### config.mk
export PLATFORM = sky130hd
export DESIGN_NAME = mci_cif_sub_decode_mux_flat
export DESIGN_NICKNAME = d
export VERILOG_FILES = /design/src/rtl/mci_cif_sub_decode_mux_if.sv /design/src/rtl/mci_cif_sub_decode_mux.sv /design/src/flat_wrapper.sv
export SDC_FILE = /design/constraint.sdc
export NUM_CORES = 1
export LEC_CHECK = 0
export BUFFER_PORTS_ARGS = -buffer_cell sky130_fd_sc_hd__buf_2
export CORE_AREA = 10 10 150 152
export CTS_CLUSTER_SIZE = 8
export DETAILED_ROUTE_END_ITERATION = 10
export DIE_AREA = 0 0 160 162
export MAX_ROUTING_LAYER = met4
export PLACE_DENSITY = 0.58
export SETUP_SLACK_MARGIN = 0.1
export SYNTH_ARGS = -nofsm -noshare
export SYNTH_HDL_FRONTEND = slang
export SYNTH_SLANG_ARGS = --single-unit
### constraint.sdc
create_clock -name clk -period 7.2 [get_ports clk]
set_input_delay 0.36 -clock clk [delete_from_list [all_inputs] [get_ports clk]]
set_output_delay 0.36 -clock clk [all_outputs]
set_load 0.05 [all_outputs]
### src/rtl/mci_cif_sub_decode_mux_if.sv
// Request/response bus between the MCI AXI subordinate (master side) and
// the CIF decoder (slave side).
//   dv/addr/user/write/wdata : request from the subordinate
//   hold/error/rdata         : stall and response back to the subordinate
interface mci_cif_sub_decode_mux_if #(
  parameter int unsigned AW = 32,
  parameter int unsigned DW = 32,
  parameter int unsigned UW = 32
);
  logic          dv;
  logic [AW-1:0] addr;
  logic [UW-1:0] user;
  logic          write;
  logic [DW-1:0] wdata;
  logic          hold;
  logic          error;
  logic [DW-1:0] rdata;

  modport master (output dv, addr, user, write, wdata, input hold, error, rdata);
  modport slave  (input dv, addr, user, write, wdata, output hold, error, rdata);
endinterface

### src/rtl/mci_cif_sub_decode_mux.sv
// N-target CIF decoder between the MCI AXI subordinate and its targets.
// Decodes soc.addr against NUM_TGT aligned power-of-two windows, locks the
// selected target while it holds, returns a registered error on misses and
// hold timeouts, and classifies soc.user against privileged straps.
// Ports:
//   clk, rst        clock, synchronous active-high reset
//   soc             slave side of the subordinate request/response bus
//   tgt_*           one-hot valid, broadcast addr/write/wdata, per-target
//                   hold/error/rdata (target i at tgt_rdata[i*DW+:DW])
//   priv_user       privileged user straps, priv_req/soc_req classification
//   timeout_pulse   1-cycle pulse when a hold timeout aborts a transaction
//   proto_err_pulse 1-cycle pulse when soc.dv drops mid-transaction
module mci_cif_sub_decode_mux #(
  parameter int unsigned NUM_TGT  = 3,
  parameter int unsigned AW       = 32,
  parameter int unsigned DW       = 32,
  parameter int unsigned UW       = 32,
  parameter int unsigned NUM_PRIV = 3,
  parameter logic [AW-1:0] TGT_BASE [NUM_TGT] = '{32'h0000_0000, 32'h0000_1000, 32'h0001_0000},
  parameter logic [AW-1:0] TGT_SIZE [NUM_TGT] = '{32'h0000_1000, 32'h0000_1000, 32'h0001_0000},
  parameter int unsigned TIMEOUT_CYCLES = 256
) (
  input  logic                     clk,
  input  logic                     rst,
  mci_cif_sub_decode_mux_if.slave  soc,
  output logic [NUM_TGT-1:0]       tgt_dv,
  output logic [AW-1:0]            tgt_addr,
  output logic                     tgt_write,
  output logic [DW-1:0]            tgt_wdata,
  input  logic [NUM_TGT-1:0]       tgt_hold,
  input  logic [NUM_TGT-1:0]       tgt_error,
  input  logic [NUM_TGT*DW-1:0]    tgt_rdata,
  input  logic [NUM_PRIV*UW-1:0]   priv_user,
  output logic [NUM_PRIV-1:0]      priv_req,
  output logic                     soc_req,
  output logic                     timeout_pulse,
  output logic                     proto_err_pulse
);

  localparam int unsigned SW = (NUM_TGT > 1) ? $clog2(NUM_TGT) : 1;
  localparam int unsigned CW = (TIMEOUT_CYCLES > 0) ? $clog2(TIMEOUT_CYCLES + 1) : 1;

  localparam logic [1:0] ST_IDLE     = 2'd0;
  localparam logic [1:0] ST_ACTIVE   = 2'd1;
  localparam logic [1:0] ST_MISS_RSP = 2'd2;
  localparam logic [1:0] ST_TO_RSP   = 2'd3;

  logic [1:0]    state_q, state_d;
  logic [SW-1:0] sel_q, sel_d;
  logic [CW-1:0] cnt_q, cnt_d;
  logic          timeout_pulse_q, timeout_pulse_d;
  logic          proto_err_pulse_q, proto_err_pulse_d;

  logic               hit;
  logic [SW-1:0]      hit_idx;
  logic [NUM_TGT-1:0] tgt_dv_c;
  logic               hold_c;
  logic               error_c;
  logic [DW-1:0]      rdata_c;
  logic [NUM_PRIV-1:0] priv_req_c;

  // First matching window wins, so overlapping windows resolve to the lowest index.
  always_comb begin
    hit     = 1'b0;
    hit_idx = '0;
    for (int unsigned i = 0; i < NUM_TGT; i++) begin
      if (!hit && ((soc.addr & ~(TGT_SIZE[i] - AW'(1))) == TGT_BASE[i])) begin
        hit     = 1'b1;
        hit_idx = SW'(i);
      end
    end
  end

  always_comb begin
    state_d           = state_q;
    sel_d             = sel_q;
    cnt_d             = cnt_q;
    timeout_pulse_d   = 1'b0;
    proto_err_pulse_d = 1'b0;
    tgt_dv_c          = '0;
    hold_c            = 1'b0;
    error_c           = 1'b0;
    rdata_c           = '0;
    case (state_q)
      ST_IDLE: begin
        if (soc.dv) begin
          if (hit) begin
            tgt_dv_c[hit_idx] = 1'b1;
            if (tgt_hold[hit_idx]) begin
              hold_c  = 1'b1;
              sel_d   = hit_idx;
              cnt_d   = CW'(1);
              state_d = ST_ACTIVE;
            end else begin
              error_c = tgt_error[hit_idx];
              rdata_c = tgt_rdata[hit_idx*DW +: DW];
            end
          end else begin
            hold_c  = 1'b1;
            state_d = ST_MISS_RSP;
          end
        end
      end
      ST_ACTIVE: begin
        if (!soc.dv) begin
          state_d           = ST_IDLE;
          proto_err_pulse_d = 1'b1;
        end else if (!tgt_hold[sel_q]) begin
          tgt_dv_c[sel_q] = 1'b1;
          error_c         = tgt_error[sel_q];
          rdata_c         = tgt_rdata[sel_q*DW +: DW];
          state_d         = ST_IDLE;
        end else if ((TIMEOUT_CYCLES != 0) && (cnt_q == CW'(TIMEOUT_CYCLES))) begin
          // Abort: withdraw the request and answer with an error next cycle.
          hold_c          = 1'b1;
          timeout_pulse_d = 1'b1;
          state_d         = ST_TO_RSP;
        end else begin
          tgt_dv_c[sel_q] = 1'b1;
          hold_c          = 1'b1;
          if (cnt_q != '1) cnt_d = cnt_q + 1'b1;
        end
      end
      ST_MISS_RSP, ST_TO_RSP: begin
        error_c = 1'b1;
        state_d = ST_IDLE;
      end
      default: state_d = ST_IDLE;
    endcase
  end

  always_ff @(posedge clk) begin
    if (rst) begin
      state_q           <= ST_IDLE;
      sel_q             <= '0;
      cnt_q             <= '0;
      timeout_pulse_q   <= 1'b0;
      proto_err_pulse_q <= 1'b0;
    end else begin
      state_q           <= state_d;
      sel_q             <= sel_d;
      cnt_q             <= cnt_d;
      timeout_pulse_q   <= timeout_pulse_d;
      proto_err_pulse_q <= proto_err_pulse_d;
    end
  end

  always_comb begin
    priv_req_c = '0;
    for (int unsigned i = 0; i < NUM_PRIV; i++) begin
      priv_req_c[i] = soc.dv & (soc.user == priv_user[i*UW +: UW]);
    end
  end

  // FSM-driven outputs are forced low while reset is asserted.
  assign tgt_dv          = tgt_dv_c & {NUM_TGT{~rst}};
  assign soc.hold        = hold_c & ~rst;
  assign soc.error       = error_c & ~rst;
  assign soc.rdata       = rdata_c & {DW{~rst}};
  assign tgt_addr        = soc.addr;
  assign tgt_write       = soc.write;
  assign tgt_wdata       = soc.wdata;
  assign priv_req        = priv_req_c;
  assign soc_req         = soc.dv & ~|priv_req_c;
  assign timeout_pulse   = timeout_pulse_q;
  assign proto_err_pulse = proto_err_pulse_q;

endmodule

### src/flat_wrapper.sv
// flat-port wrapper written by rule: the top's interface ports become plain ports
module mci_cif_sub_decode_mux_flat 
#(
  parameter int unsigned NUM_TGT  = 3,
  parameter int unsigned AW       = 32,
  parameter int unsigned DW       = 32,
  parameter int unsigned UW       = 32,
  parameter int unsigned NUM_PRIV = 3,
  parameter logic [AW-1:0] TGT_BASE [NUM_TGT] = '{32'h0000_0000, 32'h0000_1000, 32'h0001_0000},
  parameter logic [AW-1:0] TGT_SIZE [NUM_TGT] = '{32'h0000_1000, 32'h0000_1000, 32'h0001_0000},
  parameter int unsigned TIMEOUT_CYCLES = 256
)
  (clk, rst, tgt_dv, tgt_addr, tgt_write, tgt_wdata, tgt_hold, tgt_error, tgt_rdata, priv_user, priv_req, soc_req, timeout_pulse, proto_err_pulse, soc_dv, soc_addr, soc_user, soc_write, soc_wdata, soc_hold, soc_error, soc_rdata);
  mci_cif_sub_decode_mux_if #(.AW(AW), .DW(DW), .UW(UW)) soc_i ();
  input  logic clk;
  input  logic rst;
  output logic [NUM_TGT-1:0] tgt_dv;
  output logic [AW-1:0] tgt_addr;
  output logic tgt_write;
  output logic [DW-1:0] tgt_wdata;
  input  logic [NUM_TGT-1:0] tgt_hold;
  input  logic [NUM_TGT-1:0] tgt_error;
  input  logic [NUM_TGT*DW-1:0] tgt_rdata;
  input  logic [NUM_PRIV*UW-1:0] priv_user;
  output logic [NUM_PRIV-1:0] priv_req;
  output logic soc_req;
  output logic timeout_pulse;
  output logic proto_err_pulse;
  input wire logic [$bits(soc_i.dv)-1:0] soc_dv;
  input wire logic [$bits(soc_i.addr)-1:0] soc_addr;
  input wire logic [$bits(soc_i.user)-1:0] soc_user;
  input wire logic [$bits(soc_i.write)-1:0] soc_write;
  input wire logic [$bits(soc_i.wdata)-1:0] soc_wdata;
  output wire logic [$bits(soc_i.hold)-1:0] soc_hold;
  output wire logic [$bits(soc_i.error)-1:0] soc_error;
  output wire logic [$bits(soc_i.rdata)-1:0] soc_rdata;
  assign soc_i.dv = soc_dv;
  assign soc_i.addr = soc_addr;
  assign soc_i.user = soc_user;
  assign soc_i.write = soc_write;
  assign soc_i.wdata = soc_wdata;
  assign soc_hold = soc_i.hold;
  assign soc_error = soc_i.error;
  assign soc_rdata = soc_i.rdata;
  mci_cif_sub_decode_mux #(.NUM_TGT(NUM_TGT), .AW(AW), .DW(DW), .UW(UW), .NUM_PRIV(NUM_PRIV), .TGT_BASE(TGT_BASE), .TGT_SIZE(TGT_SIZE), .TIMEOUT_CYCLES(TIMEOUT_CYCLES)) u_core (.clk(clk), .rst(rst), .soc(soc_i), .tgt_dv(tgt_dv), .tgt_addr(tgt_addr), .tgt_write(tgt_write), .tgt_wdata(tgt_wdata), .tgt_hold(tgt_hold), .tgt_error(tgt_error), .tgt_rdata(tgt_rdata), .priv_user(priv_user), .priv_req(priv_req), .soc_req(soc_req), .timeout_pulse(timeout_pulse), .proto_err_pulse(proto_err_pulse));
endmodule
Yosys cells after proc, flatten, opt, wreduce, memory -nomap -nowiden:

Cells that the tools add are included.

* flip-flop bits (word level): 15
* input port bits: 298
* output and inout bits: 108
* logic and storage cells: 118

* add/sub/neg operators: 1
* magnitude comparators: 4
* eq/ne operators: 19
* shift-type cells: 2
* muxes and demuxes: 58
* bitwise operators: 12
* reductions and logical operators: 17

Operator list (number)
* 96-bit by 8-bit indexed part select with 32-bit output: 2
* 32-bit 2-to-1 mux: 5
* 32-bit equality test: 3
* 32-bit one-hot mux with 2 select lines: 1
* 9-bit 2-to-1 mux: 7
* 32-bit bitwise AND: 1
* 32-bit logical NOT: 1
* 1-bit 2-to-1 mux: 22
* 20-bit by 1-bit equality test with 1-bit output (second input constant): 1
* 9-bit one-hot mux with 2 select lines: 1
* 16-bit by 1-bit equality test with 1-bit output (second input constant): 1
* 3-bit 2-to-1 mux: 5
* 2-bit 2-to-1 mux: 7
* 9-bit by 1-bit adder with 9-bit output (second input constant): 1
* 9-bit equality test (second input constant): 1
* 9-bit != test (second input constant): 1
* 1-bit binary-select mux with 2-bit select: 4
* 2-bit by 1-bit != test with 1-bit output (second input constant): 4
* 8-bit AND reduction: 1
* 1-bit bitwise AND: 6
* 2-bit by 3-bit < comparator with 1-bit output (second input constant): 2
* 2-bit != test (second input constant): 3
* 2-bit one-hot mux with 3 select lines: 1
* 3-bit one-hot mux with 2 select lines: 1
* other kinds (19): 31

Logic depth before layout (Yosys ltp):

Gate-level depths: netlist (run 1).

* word-level depth: 16
* depth in mapped cells: 9
* mapped depth without buffers: 8

Least setup slack after synthesis (run 1):

Ideal clock, no wire load.

* path kind: input to output
* from: input port priv_user[10]
* to: output port soc_req
* arrival time: 3229 ps
* required time: 6840 ps
* path slack: 3611 ps
* cell stages on the path: 5
* path buffers: 0
* cell sequence: xor2_1 -> nor4_1 -> nand4_1 -> nor4_1 -> nor4b_1

* longest elaborated chain between the ends: 5

Ends and longest elaborated chain
* from (decl): RTL line flat_wrapper.sv:24 `input logic [NUM_PRIV*UW-1:0] priv_user;`
* 32-bit equality test: RTL line mci_cif_sub_decode_mux.sv:151 `priv_req_c[i] = soc.dv & (soc.user == priv_user[i*UW +: UW]);`
* 1-bit bitwise AND: RTL line mci_cif_sub_decode_mux.sv:151
* via priv_req[0]: RTL line flat_wrapper.sv:25 `output logic [NUM_PRIV-1:0] priv_req;`
* 3-bit OR reduction: RTL line mci_cif_sub_decode_mux.sv:164 `assign soc_req = soc.dv & ~|priv_req_c;`
* 1-bit logical NOT: RTL line mci_cif_sub_decode_mux.sv:164
* 1-bit bitwise AND: RTL line mci_cif_sub_decode_mux.sv:164
* to (decl): RTL line flat_wrapper.sv:26 `output logic soc_req;`

The timed path passes the listed nets, and every way through them passes these cells.

Final worst setup path (run 1):

* from: register u_core.sel_q[1]
* to: output port soc_rdata[26]

* longest elaborated chain between the ends: 6
* elaborated cells between the ends (all ways): 7
* classes of those cells: shift: 1; mux: 5; bitwise: 1

Ends and longest elaborated chain
* from (decl): RTL line mci_cif_sub_decode_mux.sv:49 `logic [SW-1:0] sel_q, sel_d;`
* from (signal assigned): RTL line mci_cif_sub_decode_mux.sv:141 `sel_q <= sel_d;`
* parallel branches: the longest is 2 deep, another holds 96-bit by 8-bit indexed part select with 32-bit output
* 32-bit 2-to-1 mux (*): RTL line mci_cif_sub_decode_mux.sv:108 `end else if (!tgt_hold[sel_q]) begin`
* 32-bit 2-to-1 mux (*): RTL line mci_cif_sub_decode_mux.sv:105 `if (!soc.dv) begin`
* 32-bit one-hot mux with 2 select lines (*): RTL line mci_cif_sub_decode_mux.sv:84 `case (state_q)`
* 32-bit bitwise AND (*): RTL line mci_cif_sub_decode_mux.sv:159 `assign soc.rdata = rdata_c & {DW{~rst}};`
* to (decl): RTL line flat_wrapper.sv:36 `output wire logic [$bits(soc_i.rdata)-1:0] soc_rdata;`

Mark *: on every way between the ends. The select of a mux whose other input is x is not followed.

==> results of run 1 <==
-- cells in the mapped netlist (2+ instances only) --
master / count / area (um^2)
a31oi_1: 32 / 200
nand2b_1: 4 / 25.0
nor3b_1: 3 / 22.5
nor4_1: 25 / 156
nand4_1: 11 / 68.8
xor2_1: 84 / 736
buf_2: 4 / 20.0
or4_1: 2 / 15.0
a311oi_1: 5 / 43.8
o21ai_0: 68 / 340
nand3_1: 5 / 25.0
nor2_1: 46 / 173
dfxtp_1: 15 / 300
a21oi_1: 9 / 45.0
clkbuf_1: 37 / 139
o221ai_1: 32 / 280
nor3_1: 6 / 30.0
o21a_1: 2 / 15.0
a41oi_1: 2 / 17.5
a21boi_0: 2 / 15.0
inv_1: 35 / 131
xnor2_1: 12 / 105
or3_1: 32 / 200
ha_1: 3 / 37.5
and3_1: 5 / 31.3
nand2_1: 75 / 282
nor4b_1: 2 / 17.5
buf_1: 5 / 18.8
buf_4: 66 / 495
nor2b_1: 3 / 18.8
mux2i_1: 39 / 390
-- how the worst min path moves through the flow --
stage	end	slack, ns	cells past startpoint
finish	u_core.proto_err_pulse$_SDFF_PP0_	0.47	2
global route	u_core.proto_err_pulse$_SDFF_PP0_	0.49	2
CTS	u_core.sel_q[0]$_SDFFE_PP0P_	0.47	2
detailed placement	u_core.cnt_q[7]$_SDFFE_PP0P_	0.48	2
global placement	u_core.cnt_q[7]$_SDFFE_PP0P_	0.48	2
floorplan	u_core.cnt_q[2]$_SDFFE_PP0P_	0.43	1
-- metal layers --
layer,up-vias,part of all wire
met5,-,0
met4,0,0.020
met3,25,0.069
met1,2614,0.39
met2,328,0.52
li1,2811,-
-- kinds of logic after synthesis --
| family | after synthesis |
|---|---|
| xor gates and xnor gates | 96 |
| adders and majority gates | 3 |
| and+or+nand+nor | 226 |
| DFF | 15 |
| muxes | 39 |
| AOI/OAI and AO/OA | 159 |
| buffers and inverters | 148 |
-- final cells by class --
| type | instances | area share |
|---|---|---|
| clock inverter | 1 | 0.000841 |
| inverter | 35 | 0.0221 |
| timing repair buffer | 324 | 0.276 |
| multi-input combinational | 523 | 0.582 |
| sequential | 15 | 0.0507 |
| clock buffer | 3 | 0.0126 |
| tap | 265 | 0.0557 |
-- power by group --
part | internal (mW) | switching (mW)
clock | 0.0745 | 0.0386
sequential | 0.0834 | 0.000485
combinational | 0.104 | 0.137
total | 0.262 | 0.176
-- layout by cell type, fill, tap and decap left out, drive strengths merged, types with 12 or more instances in the layout --
master  synthesis  final
buf            76    324
xor2           84     84
nand2          75     75
o21ai          68     68
nor2           46     46
mux2i          39     39
inv            35     35
a31oi          32     32
or3            32     32
o221ai         32     32
nor4           26     26
dfxtp          15     15
xnor2          12     12
-- flip-flops by register name, summed over array words and instances (netlist names) --
register                cells
u_core.cnt_q                9
u_core.proto_err_pulse      1
u_core.sel_q                2
u_core.state_q              2
u_core.timeout_pulse        1
-- through the flow --
| stage | hold slack, ns | total power, mW | area, um^2 | setup slack, ns |
|---|---|---|---|---|
| 3_5_place_dp | 0.482 | 0.328 | 5870 | 3.89 |
| 5_1_grt | 0.487 | 0.464 | 5950 | 3.66 |
| 4_1_cts | 0.469 | 0.442 | 5950 | 3.88 |
| 6_report | 0.467 | 0.437 | 5950 | 3.92 |
| 3_3_place_gp | 0.475 | 0.327 | 5870 | 3.96 |
| 2_1_floorplan | 0.432 | 0.273 | 4560 | 3.61 |
==> flow_summary_export.csv, run 1 <==
group,metric,value,unit
critical_path,cp_data_arrival_time,2.92,ns
placed_design,gp_congestion,0.929,
global_routing,antenna_found_initial,0,
timing,fmax,305,MHz
critical_path,cp_max_fo,32,
cts,post_cts_buffers,0,
placed_design,dp_hpwl,19.8,mm
detailed_routing,ant_nets,0,
detailed_routing,detail_route.vias_per_cell,4.96,
layout,seqCellArea,302,um^2
yosys,yosys.area_share.simple,0.248,
critical_path,timing.rr.start,"u_core.cnt_q[0]$_SDFFE_PP0P_",
critical_path,startpoint,"u_core.sel_q[1]$_SDFFE_PP0P_",
yosys,synth-edff-count,0,
critical_path,cpPeakStageDelay,0.71,ns
critical_path,critical-path-top-delay-family,"buffers and inverters",
yosys,synthXorXnorAreaFrac,0.184,
global_routing,gr-max-usage-layer,"met2",
yosys,synth_ff_type,"dfxtp_1",
cts,cts_tree,"built",
cts,path_clk_slew,0.05,ns
floorplanning,die_w,160,um
detailed_routing,route.vias.total,5778,
min_path,hold_path_class,"in2reg",
run_status,status,"completed",
global_routing,grt_pass1_vias,6009,
timing,hold_viol,0,
floorplanning,pin_count,406,
yosys,synth_compound_area_frac,0.229,
layout,fin_nets,1203,
global_routing,grtUsageMet3,0.0324,
floorplanning,dieArea,25900,um^2
cts,root_buffer,"clkbuf_16",
placed_design,place.port_buffers,315,
critical_path,worstPathRequired,6.84,ns
layout,drive_above_1_share,0.375,
cts,cts_resized,0,
global_routing,grt_start_max_net_pins,69,
global_routing,grt.met2_usage,0.323,
global_routing,grt_first_pass_wirelength,35.3,mm
yosys,yosys_warnings,0,
layout,final_cells,1166,
yosys,netlist_area,4560,um^2
global_routing,gr-total-overflow,0,
yosys,synth-adder-area-share,0.00823,
yosys,ys_ff_latch,15,
critical_path,crit_type,"reg2out",
timing,grt_setup_unrepaired,"false",
cts,cts_max_level,1,
yosys,synth-async-reset-ratio,0,
detailed_routing,wl,23.8,mm
layout,fillers,2181,
timing,skew,0.00392,ns
critical_path,cp.buffers_inverters,3,
yosys,synth_top_family_by_area,"simple AND/OR/NAND/NOR gates",
critical_path,startpoint_type,"flip-flop",
layout,finish.utilization,0.307,
cts,clock_latency,0.26,ns
placed_design,dp.cells,1162,
detailed_routing,wl_per_cell,20.4,um
cts,cts_max_path_buffers,2,
detailed_routing,drt_iter0_markers,352,
yosys,avgSynthCellArea,6.65,um^2
critical_path,crit_end,"soc_rdata[26]",
timing,final.min_clock_period,3.28,ns
detailed_routing,firstDrtPassIters,6,
layout,antenna_cells,0,
floorplanning,die_h,162,um
timing,setup_viol,0,
detailed_routing,drc,0,
timing,drv_slew,0,
timing,period_share,0.456,
floorplanning,start_util,0.235,
critical_path,r2r_end,"u_core.cnt_q[5]$_SDFFE_PP0P_",
timing,slew_headroom,0.336,
yosys,ys_seq_area_frac,0.0658,
power_and_ir_drop,peakVddDrop,0.0000657,V
cts,cts_hold_buffers,0,
flow_run,drv_cap,0,
yosys,synth_cell_types,46,
critical_path,reg2reg_depth,8,
cts,clock-sinks,15,
critical_path,slowest_stage,"dfxtp_2",
floorplanning,rows,51,
critical_path,cp_common_cell,"buf_4",
critical_path,r2r_slack,4.21,ns
critical_path,worstPathCellList,"buf_4 -> nor2b_2 -> o2bb2ai_1 -> nor4_2 -> buf_4 -> nand2_1 -> o21ai_0 -> buf_2",
timing,worst_slew_pin_slew,0.988,ns
layout,syn_to_final_growth,30.5,%
timing,tns,0,ns
critical_path,worstSetupEndpointType,"output port",
floorplanning,core,19400,um^2
yosys,synth_cells,686,
yosys,synth_fp_nets,987,
power_and_ir_drop,p_per_area,73.5,nW/um^2
yosys,synthMuxAreaShare,0.0856,
global_routing,gr-usage-met1,0.190,
layout,multi_input_area,3460,um^2
min_path,min_from,"soc_dv",
power_and_ir_drop,p_leak,2.63,nW
cts,numCtsBuffers,3,
critical_path,worst-path-stages,8,
global_routing,grtUsageTotal,0.175,
Power figures use the tool's default switching activity.
==> inputs of run 2 (changes only) <==
--- a/config.mk
+++ b/config.mk
@@ -11,7 +11,7 @@
 export DETAILED_ROUTE_END_ITERATION = 10
 export DIE_AREA = 0 0 160 162
 export MAX_ROUTING_LAYER = met4
-export PLACE_DENSITY = 0.58
+export PLACE_DENSITY = 0.6
 export SETUP_SLACK_MARGIN = 0.1
 export SYNTH_ARGS = -nofsm -noshare
 export SYNTH_HDL_FRONTEND = slang
==> constraint.sdc (replaced) <==
create_clock -name clk -period 2.95 [get_ports clk]
set_input_delay 0.1475 -clock clk [delete_from_list [all_inputs] [get_ports clk]]
set_output_delay 0.1475 -clock clk [all_outputs]
set_load 0.05 [all_outputs]
==> flow_summary_export.csv, run 2 (same netlist as run 1, synthesis figures left out) <==
group,metric,value,unit
run_status,status,"completed",
timing,period_share,0.889,
critical_path,cpPeakStageDelay,0.55,ns
critical_path,cp_max_fo,5,
layout,layout_common_cells,"buf_2, xor2_1, nand2_1",
timing,setup_viol,0,
global_routing,grt_pass1_vias,6102,
power_and_ir_drop,p_comb_frac,0.557,
timing,worst_slew_pin_slew,0.692,ns
timing,hold_viol,0,
placed_design,dp.cells,1168,
cts,post_cts_buffers,0,
global_routing,gr-total-overflow,0,
power_and_ir_drop,seqPwrFrac,0.193,
timing,fmax,381,MHz
critical_path,worstPathRequired,3.13,ns
cts,clock_latency,0.25,ns
placed_design,place.port_buffers,315,
floorplanning,core,19400,um^2
placed_design,placed_area,5990,um^2
timing,slew_headroom,0.539,
cts,path_clk_slew,0.05,ns
cts,cts_tree,"built",
timing,final.min_clock_period,2.62,ns
critical_path,startpoint_type,"flip-flop",
cts,root_buffer,"clkbuf_16",
layout,drive_above_1_share,0.381,
timing,tns,0,ns
critical_path,crit_type,"reg2reg",
detailed_routing,firstDrtPassIters,5,
detailed_routing,ant_nets,0,
floorplanning,start_util,0.235,
cts,clock-sinks,15,
critical_path,worstPathCellList,"ha_1 -> and3_1 -> and3_1 -> and3_1 -> ha_1 -> or4_1 -> or4_1 -> a21oi_1",
layout,largest-register,"u_core.cnt_q",
layout,largest_reg_flops,9,
floorplanning,die_h,162,um
layout,final_cells,1174,
timing,drv_slew,0,
power_and_ir_drop,p_per_area,175,nW/um^2
detailed_routing,wl_per_cell,20.2,um
layout,reg_top3,"u_core.cnt_q x9, u_core.sel_q x2, u_core.state_q x2",
power_and_ir_drop,p_total,1.06,mW
cts,cts_max_path_buffers,2,
critical_path,critical-path-top-delay-family,"simple AND/OR/NAND/NOR gates",
layout,fin_nets,1209,
detailed_routing,route.vias.total,5905,
global_routing,grt_start_max_net_pins,68,
global_routing,grt_first_pass_wirelength,34.9,mm
detailed_routing,wl,23.8,mm
critical_path,cp_common_cell,"and3_1",
critical_path,cp.buffers_inverters,0,
layout,mostFrequentLayoutCell,"buf_2",
detailed_routing,detail_route.vias_per_cell,5.03,
floorplanning,pin_count,406,
floorplanning,die_w,160,um
critical_path,cp_data_arrival_time,2.80,ns
layout,syn_to_final_growth,33.1,%
min_path,hold_path_class,"in2reg",
power_and_ir_drop,power.internal,641,uW
power_and_ir_drop,swShare,0.398,
cts,numCtsBuffers,3,
power_and_ir_drop,peakVddDrop,0.000151,V
cts,cts_resized,0,
timing,grt_setup_unrepaired,"false",
cts,cts_max_level,1,
power_and_ir_drop,p_switching,423,uW
cts,cts_hold_buffers,0,
flow_run,drv_cap,0,
critical_path,worstSetupEndpointType,"flip-flop",
placed_design,gp_congestion,0.876,
power_and_ir_drop,pwr-share-clk,0.250,
global_routing,grtUsageTotal,0.171,
layout,postLayoutCellArea,6070,um^2
detailed_routing,drt_iter0_markers,295,
power_and_ir_drop,p_leak,2.67,nW
detailed_routing,drc,0,
floorplanning,dieArea,25900,um^2
global_routing,antenna_found_initial,2,
placed_design,dp_hpwl,19.8,mm
timing,skew,0.00466,ns
timing,hold_slack,0.278,ns
floorplanning,rows,51,
critical_path,slowest_stage,"or4_1",
-- run 2: area by class of cell --
class                      instances  area (um^2)
multi-input combinational        523         3480
tap                              265          332
antenna                            2         5.00
inverter                          35          131
sequential                        15          302
fill                            2189        13300
clock inverter                     1         5.00
timing repair buffer             330         1750
clock buffer                       3         75.1
-- run 2: metrics by stage --
step | setup WS (ns) | util
finish | 0.327 | 0.313
global route | 0.202 | 0.313
CTS | 0.333 | 0.313
detailed placement | 0.351 | 0.309
global placement | 0.356 | 0.309
floorplan | 0.163 | -
-- run 2: metal layers --
layer  global-route usage  part of all wire
met1                0.174              0.38
met2                0.315              0.52
met5                    -                 0
met4               0.0547             0.029
met3               0.0430             0.078
-- run 2: worst paths after layout --
check	from	endpoint	slack (ns)	cells past startpoint
setup / recovery	u_core.cnt_q[0]$_SDFFE_PP0P_	u_core.cnt_q[7]$_SDFFE_PP0P_	0.33	8
hold / removal	rst	u_core.sel_q[0]$_SDFFE_PP0P_	0.28	2
setup reg to reg	u_core.cnt_q[0]$_SDFFE_PP0P_	u_core.cnt_q[7]$_SDFFE_PP0P_	0.33	8
hold reg to reg	u_core.cnt_q[7]$_SDFFE_PP0P_	u_core.cnt_q[7]$_SDFFE_PP0P_	0.50	2
-- run 2: power groups by stage --
stage / logic [mW] / registers [mW] / clock network, mW
2_1_floorplan: 0.459 / 0.209 / 0
3_3_place_gp: 0.591 / 0.209 / 0
3_5_place_dp: 0.594 / 0.209 / 0
4_1_cts: 0.595 / 0.205 / 0.273
5_1_grt: 0.643 / 0.205 / 0.283
6_report: 0.592 / 0.205 / 0.266
-- run 2: worst register-to-register path, cell delays in order (launching register included) --
cell	delay (ns)
dfxtp_1	0.33
ha_1	0.22
and3_1	0.20
and3_1	0.20
and3_1	0.18
ha_1	0.22
or4_1	0.55
or4_1	0.51
a21oi_1	0.14
==> inputs of run 3 (changes only) <==
--- a/config.mk
+++ b/config.mk
@@ -12,6 +12,7 @@
 export DIE_AREA = 0 0 160 162
 export MAX_ROUTING_LAYER = met4
 export PLACE_DENSITY = 0.6
+export RECOVER_POWER = 50
 export SETUP_SLACK_MARGIN = 0.1
 export SYNTH_ARGS = -nofsm -noshare
 export SYNTH_HDL_FRONTEND = slang
==> flow_summary_export.csv, run 3 (same netlist as run 1, synthesis figures left out) <==
group,metric,value,unit
timing,worst_slew_pin_slew,0.689,ns
global_routing,grt_pass1_vias,6102,
global_routing,grt_start_max_net_pins,68,
detailed_routing,route.vias.total,5910,
detailed_routing,drt_iter0_markers,290,
cts,cts_hold_buffers,0,
critical_path,cp_data_arrival_time,2.80,ns
critical_path,cp_common_cell,"and3_1",
floorplanning,rows,51,
global_routing,gr-total-overflow,0,
cts,cts_max_path_buffers,2,
timing,tns,0,ns
run_status,status,"completed",
critical_path,r2r_end,"u_core.cnt_q[7]$_SDFFE_PP0P_",
detailed_routing,wl_per_cell,20.3,um
critical_path,startpoint_type,"flip-flop",
cts,cts_resized,0,
timing,period_share,0.889,
global_routing,antenna_found_initial,2,
placed_design,placed_area,5990,um^2
global_routing,grt_first_pass_wirelength,34.9,mm
detailed_routing,firstDrtPassIters,5,
layout,finish.utilization,0.312,
placed_design,gp_congestion,0.876,
floorplanning,start_util,0.235,
floorplanning,die_h,162,um
power_and_ir_drop,peakVddDrop,0.000150,V
critical_path,reg2reg_depth,8,
min_path,min_to,"u_core.sel_q[0]$_SDFFE_PP0P_",
detailed_routing,drc,0,
floorplanning,core,19400,um^2
critical_path,cp_max_fo,5,
cts,path_clk_slew,0.05,ns
layout,drive_above_1_share,0.364,
timing,drv_slew,0,
critical_path,cpPeakStageDelay,0.55,ns
timing,fin_ws,0.327,ns
timing,final.min_clock_period,2.62,ns
layout,postLayoutCellArea,6050,um^2
timing,grt_setup_unrepaired,"false",
critical_path,critical-path-top-delay-family,"simple AND/OR/NAND/NOR gates",
layout,fin_nets,1209,
global_routing,grtUsageTotal,0.171,
detailed_routing,ant_nets,0,
power_and_ir_drop,p_leak,2.63,nW
cts,cts_max_level,1,
min_path,min_from,"rst",
critical_path,cp.buffers_inverters,0,
layout,reg_top3,"u_core.cnt_q x9, u_core.sel_q x2, u_core.state_q x2",
cts,clock-sinks,15,
cts,clock_latency,0.25,ns
placed_design,place_ws,0.351,ns
cts,root_buffer,"clkbuf_16",
timing,fmax,381,MHz
placed_design,dp_hpwl,19.8,mm
detailed_routing,wl,23.8,mm
min_path,hold_depth,2,
layout,largest-register,"u_core.cnt_q",
cts,numCtsBuffers,3,
cts,cts_tree,"built",
critical_path,worstPathRequired,3.13,ns
timing,setup_viol,0,
critical_path,worstSetupEndpointType,"flip-flop",
critical_path,worstPathCellList,"ha_1 -> and3_1 -> and3_1 -> and3_1 -> ha_1 -> or4_1 -> or4_1 -> a21oi_1",
critical_path,slowest_stage,"or4_1",
timing,hold_viol,0,
critical_path,crit_type,"reg2reg",
cts,post_cts_buffers,0,
critical_path,timing.rr.start,"u_core.cnt_q[0]$_SDFFE_PP0P_",
layout,layout_common_cells,"buf_2, xor2_1, nand2_1",
layout,largest_reg_flops,9,
critical_path,r2r_slack,0.33,ns
floorplanning,pin_count,406,
power_and_ir_drop,p_total,1.06,mW
layout,syn_to_final_growth,32.7,%
placed_design,place.port_buffers,315,
power_and_ir_drop,p_per_area,175,nW/um^2
flow_run,drv_cap,0,
min_path,hold_path_class,"in2reg",
layout,mostFrequentLayoutCell,"buf_2",
timing,slew_headroom,0.540,
floorplanning,dieArea,25900,um^2
floorplanning,die_w,160,um
detailed_routing,detail_route.vias_per_cell,5.03,
timing,skew,0.00460,ns
==> run 3: layer usage <==
layer / routed length [um] / GRT usage / up-vias
met5: 0 / - / -
met4: 687 / 0.0547 / 0
met3: 1920 / 0.0430 / 30
met2: 12300 / 0.315 / 340
met1: 8930 / 0.174 / 2717
li1: - / - / 2823
==> run 3: power by group <==
| part | switching (mW) | internal, mW |
|---|---|---|
| sequential | 0.00124 | 0.204 |
| combinational | 0.337 | 0.253 |
| clock | 0.0852 | 0.181 |
==> run 3: worst max path at each step <==
stage	startpoint	end	cells past startpoint
floorplan	soc_addr[13]	soc_rdata[10]	6
global placement	u_core.cnt_q[0]$_SDFFE_PP0P_	u_core.cnt_q[7]$_SDFFE_PP0P_	8
detailed placement	u_core.cnt_q[0]$_SDFFE_PP0P_	u_core.cnt_q[7]$_SDFFE_PP0P_	8
CTS	u_core.cnt_q[0]$_SDFFE_PP0P_	u_core.cnt_q[7]$_SDFFE_PP0P_	8
global route	u_core.cnt_q[0]$_SDFFE_PP0P_	u_core.cnt_q[7]$_SDFFE_PP0P_	8
finish	u_core.cnt_q[0]$_SDFFE_PP0P_	u_core.cnt_q[7]$_SDFFE_PP0P_	8
==> run 3: metrics by stage <==
step           hold WS (ns)  instances
2_1_floorplan         0.220        686
6_report              0.278       1174
3_5_place_dp          0.295       1168
5_1_grt               0.293       1174
3_3_place_gp          0.295       1168
4_1_cts               0.272       1172
==> run 3: cell type report <==
cell class | instances | area, um^2
clock buffer | 3 | 75.1
fill | 2196 | 13300
inverter | 35 | 131
tap | 265 | 332
multi-input combinational | 523 | 3480
antenna | 2 | 5.00
clock inverter | 1 | 5.00
sequential | 15 | 302
timing repair buffer | 330 | 1730
==> run 3: worst reg2reg max path: cells and delay by family (launching register included) <==
family,cells,cell delay [ns]
AOI/OAI and AO/OA,1,0.14
and+or+nand+nor,5,1.64
adders and majority gates,2,0.44
DFF,1,0.33
